<file path="src/rtl/nabp_pkg.sv">
// nabp_pkg: shared state encoding, default widths and fixed-point helper for the NABP buffers
package nabp_pkg;
    localparam int DATA_W_DEF = 12;
    localparam int S_W_DEF    = 9;
    localparam int ACCU_W_DEF = 16;
    localparam int FRAC_W_DEF = 8;

    typedef enum logic [2:0] {idle_s, fill_s, swap_ready_s, shift_s, next_itr_s} state_t;

    function automatic logic [ACCU_W_DEF-FRAC_W_DEF-1:0] int_part(input logic [ACCU_W_DEF-1:0] a);
        return a[ACCU_W_DEF-1:FRAC_W_DEF];
    endfunction
endpackage

</file>
<file path="src/rtl/nabp_tap_shifter.sv">
// nabp_tap_shifter: N_TAPS register line with indexed write and one-position shift-down
module nabp_tap_shifter
    import nabp_pkg::*;
#(
    parameter int DATA_W = DATA_W_DEF,
    parameter int N_TAPS = 8,
    parameter int IDX_W  = 3
)(
    input  logic                     clk,
    input  logic                     reset_n,
    input  logic                     wr_en,
    input  logic [IDX_W-1:0]         wr_idx,
    input  logic [DATA_W-1:0]        wr_data,
    input  logic                     shift_en,
    input  logic [DATA_W-1:0]        shift_in,
    output logic [N_TAPS*DATA_W-1:0] taps
);
    // tap k takes tap k+1 on a shift, the top tap takes shift_in; otherwise optional indexed write
    always_ff @(posedge clk)
        if (!reset_n)
            taps <= '0;
        else if (shift_en)
            taps <= {shift_in, taps[N_TAPS*DATA_W-1:DATA_W]};
        else if (wr_en)
            taps[wr_idx*DATA_W +: DATA_W] <= wr_data;
endmodule

</file>
<file path="src/rtl/nabp_swappable_buffer.sv">
// nabp_swappable_buffer: fill/swap/shift tap buffer; NABP_SWAPPABLE_ZERO_FILL_EN shifts zeros in at the top tap
module nabp_swappable_buffer
    import nabp_pkg::*;
#(
    parameter int DATA_W    = DATA_W_DEF,
    parameter int N_TAPS    = 8,
    parameter int S_W       = S_W_DEF,
    parameter int ACCU_W    = ACCU_W_DEF,
    parameter int FRAC_W    = FRAC_W_DEF,
    parameter int SHIFT_LEN = 16
)(
    input  logic                     clk,
    input  logic                     reset_n,
    input  logic [ACCU_W-1:0]        sw_sh_accu_base,
    input  logic [ACCU_W-1:0]        sw_mp_accu_init,
    input  logic [ACCU_W-1:0]        sw_mp_accu_base,
    input  logic                     sw_swap,
    input  logic                     sw_next_itr_ack,
    input  logic [DATA_W-1:0]        fr_val,
    output logic                     sw_swap_ready,
    output logic                     sw_next_itr,
    output logic                     sw_pe_en,
    output logic [S_W-1:0]           fr_s_val,
    output logic [N_TAPS*DATA_W-1:0] pe_taps
);
    localparam int CNT_W = $clog2((SHIFT_LEN > N_TAPS ? SHIFT_LEN : N_TAPS) + 1);
    localparam int IDX_W = N_TAPS > 1 ? $clog2(N_TAPS) : 1;

    state_t            state, state_n;
    logic [ACCU_W-1:0] mp_accu, mp_base, sh_accu, sh_base, sh_next;
    logic [CNT_W-1:0]  cnt;
    logic              ack_ok, swap_ok, fill_done, shift_done, tap_wr, tap_shift;
    logic [DATA_W-1:0] shift_in;

    assign ack_ok     = sw_next_itr_ack && (state == idle_s || state == next_itr_s);
    assign swap_ok    = sw_swap && state == swap_ready_s;
    assign fill_done  = state == fill_s && cnt == CNT_W'(N_TAPS);
    assign shift_done = state == shift_s && cnt == CNT_W'(SHIFT_LEN - 1);
    assign sh_next    = sh_accu + sh_base;
    assign tap_wr     = state == fill_s && cnt != '0;
    assign tap_shift  = state == shift_s && int_part(sh_next) != int_part(sh_accu);

`ifdef NABP_SWAPPABLE_ZERO_FILL_EN
    assign shift_in = '0;
`else
    assign shift_in = pe_taps[N_TAPS*DATA_W-1 -: DATA_W];
`endif

    // state register
    always_ff @(posedge clk)
        state <= !reset_n ? idle_s : state_n;

    // next state and Moore handshake outputs
    always_comb begin
        state_n       = ack_ok ? fill_s : fill_done ? swap_ready_s : swap_ok ? shift_s :
                        shift_done ? next_itr_s : state;
        sw_swap_ready = state == swap_ready_s;
        sw_next_itr   = state == next_itr_s;
        sw_pe_en      = state == shift_s;
    end

    // accumulators, counter and read address; the first address is issued straight from the init value
    always_ff @(posedge clk) begin
        if (!reset_n) begin
            mp_accu  <= '0;
            mp_base  <= '0;
            sh_accu  <= '0;
            sh_base  <= '0;
            cnt      <= '0;
            fr_s_val <= '0;
        end else if (ack_ok) begin
            mp_base  <= sw_mp_accu_base;
            sh_base  <= sw_sh_accu_base;
            mp_accu  <= sw_mp_accu_init + sw_mp_accu_base;
            fr_s_val <= S_W'(int_part(sw_mp_accu_init));
            cnt      <= '0;
        end else if (swap_ok) begin
            sh_accu <= '0;
            cnt     <= '0;
        end else if (state == fill_s) begin
            cnt <= cnt + 1'b1;
            if (cnt < CNT_W'(N_TAPS - 1)) begin
                fr_s_val <= S_W'(int_part(mp_accu));
                mp_accu  <= mp_accu + mp_base;
            end
        end else if (state == shift_s) begin
            cnt     <= cnt + 1'b1;
            sh_accu <= sh_next;
        end
    end

    nabp_tap_shifter #(
        .DATA_W (DATA_W),
        .N_TAPS (N_TAPS),
        .IDX_W  (IDX_W)
    ) u_taps (
        .clk      (clk),
        .reset_n  (reset_n),
        .wr_en    (tap_wr),
        .wr_idx   (IDX_W'(cnt - 1'b1)),
        .wr_data  (fr_val),
        .shift_en (tap_shift),
        .shift_in (shift_in),
        .taps     (pe_taps)
    );
endmodule

</file>
<file path="config.mk">
export PLATFORM = sky130hd
export DESIGN_NAME = nabp_swappable_buffer
export DESIGN_NICKNAME = d
export VERILOG_FILES = /design/src/rtl/nabp_pkg.sv /design/src/rtl/nabp_tap_shifter.sv /design/src/rtl/nabp_swappable_buffer.sv
export SDC_FILE = /design/constraint.sdc
export NUM_CORES = 1
export LEC_CHECK = 0
export BUFFER_PORTS_ARGS = -buffer_cell sky130_fd_sc_hd__buf_2
export CAP_MARGIN = 25
export CORE_MARGIN = 2
export CORE_UTILIZATION = 55
export DETAILED_ROUTE_END_ITERATION = 10
export GPL_TIMING_DRIVEN = 0
export HOLD_SLACK_MARGIN = 0.05
export PLACE_DENSITY = 0.79
export SLEW_MARGIN = 20
export SYNTH_ARGS = -nofsm -noshare
export SYNTH_HDL_FRONTEND = slang
export SYNTH_SLANG_ARGS = --single-unit
</file>
<file path="constraint.sdc">
create_clock -name clk -period 9.8 [get_ports clk]
set_input_delay 1.96 -clock clk [delete_from_list [all_inputs] [get_ports clk]]
set_output_delay 1.96 -clock clk [all_outputs]
set_load 0.05 [all_outputs]
</file>
==> impl_metrics.py <==
metrics = {
    "run_status": {
        "status": "finished, final reports clean",
    },
    "timing": {
        "drv_slew": 0,
        "hold_violations": 0,
        "clock-skew-final_ps": 18.3,
        "slew_headroom_pct": 29.1,
        "finalCriticalPeriod_ps": 6770,
        "tightest_slew_ps": 1060,
        "setup_viol": 0,
        "max_freq_ghz": 0.148,
        "grt_setup_unrepaired": "no",
        "worst_hold_slack_ps": 466,
        "fin_crit_sh_pct": 69.1,
        "fin_setup_tns_ps": 0,
    },
    "cells_and_area": {
        "diodes": 0,
        "instances_no_fill": 1882,
        "multiInputGateArea_sq_mm": 0.00702,
        "final_nets": 1726,
        "area_delta_synth_final_pct": 16.7,
        "regArea_sq_mm": 0.00350,
        "drive_gt1_share_pct": 15.5,
        "n_fill_cell": 1794,
    },
    "pwr": {
        "clkPwrFrac_pct": 39.0,
        "p_seq_share_pct": 40.2,
        "pwr-share-comb_pct": 20.7,
        "p_per_area_mw_per_mm2": 145,
        "leakage_nw": 5.23,
        "switching_power_uw": 660,
        "peakVddDrop_uv": 116,
        "p_int_mw": 1.20,
        "netSwitchingFraction_pct": 35.5,
    },
    "clocking": {
        "cts.repair.resized": 0,
        "cts_buffers": 17,
        "postCtsSetupBuffers": 0,
        "h-tree-depth": 4,
        "cts.sinks": 175,
        "cts_hold_buf": 0,
        "cts_tree": "yes",
        "clock_latency_ps": 450,
        "cts-root-buf": "clkbuf_16",
        "cts_buffer_depth": 2,
        "clk_pin_slew_ps": 80,
    },
    "place": {
        "dpl.hpwl_mm": 32.6,
        "io_buffers": 170,
        "place.gp.congestion": 1.06,
        "placedCellCount": 1850,
    },
    "routing": {
        "drc_errors": 0,
        "postRouteAntennaNets": 0,
        "dr.pass1.iters": 6,
        "wl_per_cell_um": 22.7,
        "wirelength_mm": 42.7,
        "dr.first_iter.drc_count": 1566,
        "vias": 12400,
        "viasPerCell": 6.60,
    },
    "floorplan": {
        "io_pins": 172,
        "dieWidth_um": 146,
        "start_util_pct": 56.3,
        "die_h_um": 146,
        "num_rows": 51,
        "dieArea_sq_mm": 0.0212,
        "core-area_sq_mm": 0.0196,
    },
    "global_route": {
        "first_global_vias": 11400,
        "grt_util_all_layers_pct": 39.3,
        "gr-total-overflow": 0,
        "antenna_found_initial": 0,
        "grt_start_max_net_pins": 22,
        "grt_pass1_wl_mm": 65.5,
    },
    "yosys": {
        "yosys_warnings": 0,
        "synth_nets": 1535,
        "synth_top_area_share_pct": 31.8,
        "ys_seq_area_share_pct": 31.8,
        "yosys.area.top_type": "dfxtp_1",
        "async_flop_share_pct": 0,
        "syn_area_sq_mm": 0.0110,
        "synth_seq_cells": 175,
        "ys_top_cells_by_count": "175 x dfxtp_1, 175 x nand2_1, 143 x nor2_1, 108 x a21oi_1, 73 x clkbuf_1",
        "avgSynthCellArea_sq_um": 7.80,
        "synth_cells": 1413,
        "ys_types": 69,
        "synth_edf_count": 0,
        "ys.flop_type": "dfxtp_1",
        "yosys-top-cells-area": "dfxtp_1 32%, ha_1 6.1%, nand2_1 6.0%",
    },
    "setup_path": {
        "crit_required_ps": 10120,
        "cp_cell_sequence": "clkbuf_1 -> inv_1 -> clkbuf_1 -> ha_1 -> xnor2_1 -> inv_1 -> clkbuf_1 -> clkbuf_1 -> fa_1 -> xor3_1 -> nor2_1 -> ha_1 -> clkbuf_1 -> nor3_1 -> nand3_1 -> nor2_1 -> a31oi_1 -> a221oi_1 -> o41ai_1",
        "end_kind": "flip-flop",
        "crit_arrival_ps": 7080,
        "critPathSlowestCell": "a221oi_1",
        "crit_top_cell": "clkbuf_1",
        "crit_type": "reg2reg",
        "cp-start-kind": "flip-flop",
        "worst-path-max-fanout": 12,
        "max_stage_delay_ps": 820,
    },
    "hold_path": {
        "min_path_type": "reg2reg",
    },
    "run": {
        "cap_violations": 0,
    },
}
## layer usage
layer / up-vias / global-route usage (%) / wire [um]
li1: 5591 / - / -
met1: 5831 / 55.0 / 17600
met2: 849 / 59.0 / 18000
met3: 141 / 9.15 / 5460
met4: 0 / 15.1 / 1680
met5: - / 0 / 0
## power groups by stage
stage                     registers, mW  clock network [mW]  logic (mW)
after floorplan                   0.779                   0       0.231
after global placement            0.764                   0       0.364
after detailed placement          0.765                   0       0.368
after CTS                         0.748               0.718       0.370
after global routing              0.751               0.743       0.413
final                             0.749               0.727       0.386
## critical path, delay by kind of cell, from the launching register on
kind	cells	cell delay [ps]
flops	1	390
xor+xnor	2	860
simple gates	4	1290
compound gates	3	1120
fa+ha+maj	3	1140
buf+inv	7	1820
## state kept, by name (all words and copies together) (netlist names)
name / cells
u_taps.taps: 96
mp_accu: 16
mp_base: 16
sh_base: 16
sh_accu: 15
fr_s_val: 8
cnt: 5
state: 3
## final timing paths
check             start         endpoint  slack, ps  cells past startpoint
max              cnt[0]  u_taps.taps[69]       3030                     19
min          sh_base[9]       sh_base[9]        470                      2
max reg2reg      cnt[0]  u_taps.taps[69]       3030                     19
min reg2reg  sh_base[9]       sh_base[9]        470                      2
## logic make-up (layout without fill, tap and decap cells)
family	count (synthesis)	after routing	share of synthesized area, %
AND/OR/NAND/NOR	542	542	22.9
AO/OA/AOI/OAI	403	403	24.2
flip-flops	175	175	31.8
buffers and inverters	129	333	4.74
adder cells (fa/ha/maj)	58	58	6.85
multiplexers	58	58	5.33
XOR/XNOR	47	47	4.25
other	1	1	0.0340
## cell type report
class | count | share of cell area, %
Timing Repair Buffer | 172 | 6.69
Multi-Input combinational cell | 1109 | 54.6
Buffer | 101 | 3.25
Clock inverter | 15 | 1.58
Inverter | 28 | 0.817
Sequential cell | 175 | 27.2
Tap cell | 265 | 2.58
Clock buffer | 17 | 3.31
## cell usage in the layout, fill, tap and decap left out, types with 5 or more instances in the layout
| cell type | instances |
|---|---|
| a211oi_1 | 18 |
| a21o_1 | 14 |
| a21oi_1 | 108 |
| a221oi_1 | 6 |
| a22oi_1 | 32 |
| a311oi_1 | 11 |
| a31oi_1 | 34 |
| a32oi_1 | 6 |
| and2_1 | 11 |
| and3_1 | 8 |
| buf_1 | 11 |
| buf_2 | 185 |
| clkbuf_1 | 73 |
| clkbuf_16 | 17 |
| clkinv_8 | 6 |
| dfxtp_1 | 175 |
| ha_1 | 54 |
| inv_1 | 28 |
| mux2_2 | 6 |
| mux2i_1 | 52 |
| nand2_1 | 175 |
| nand2b_1 | 12 |
| nand3_1 | 43 |
| nand4_1 | 47 |
| nor2_1 | 143 |
| nor2b_1 | 14 |
| nor3_1 | 51 |
| nor4_1 | 5 |
| o211ai_1 | 15 |
| o21a_1 | 8 |
| o21ai_0 | 38 |
| o22ai_1 | 32 |
| o31ai_1 | 41 |
| o32ai_1 | 5 |
| or2_2 | 7 |
| or3_1 | 9 |
| xnor2_1 | 26 |
| xor2_1 | 17 |
## stage by stage
stage,power (mW),setup slack [ps],area [sq um],util (%)
finish,1.86,3030,12900,65.7
global route,1.91,2640,12900,65.7
CTS,1.84,3230,12900,65.7
detailed placement,1.13,3260,12200,62.5
global placement,1.13,3280,12200,62.3
floorplan,1.01,4730,11000,-
No activity file was read; power rests on OpenSTA's default activity.
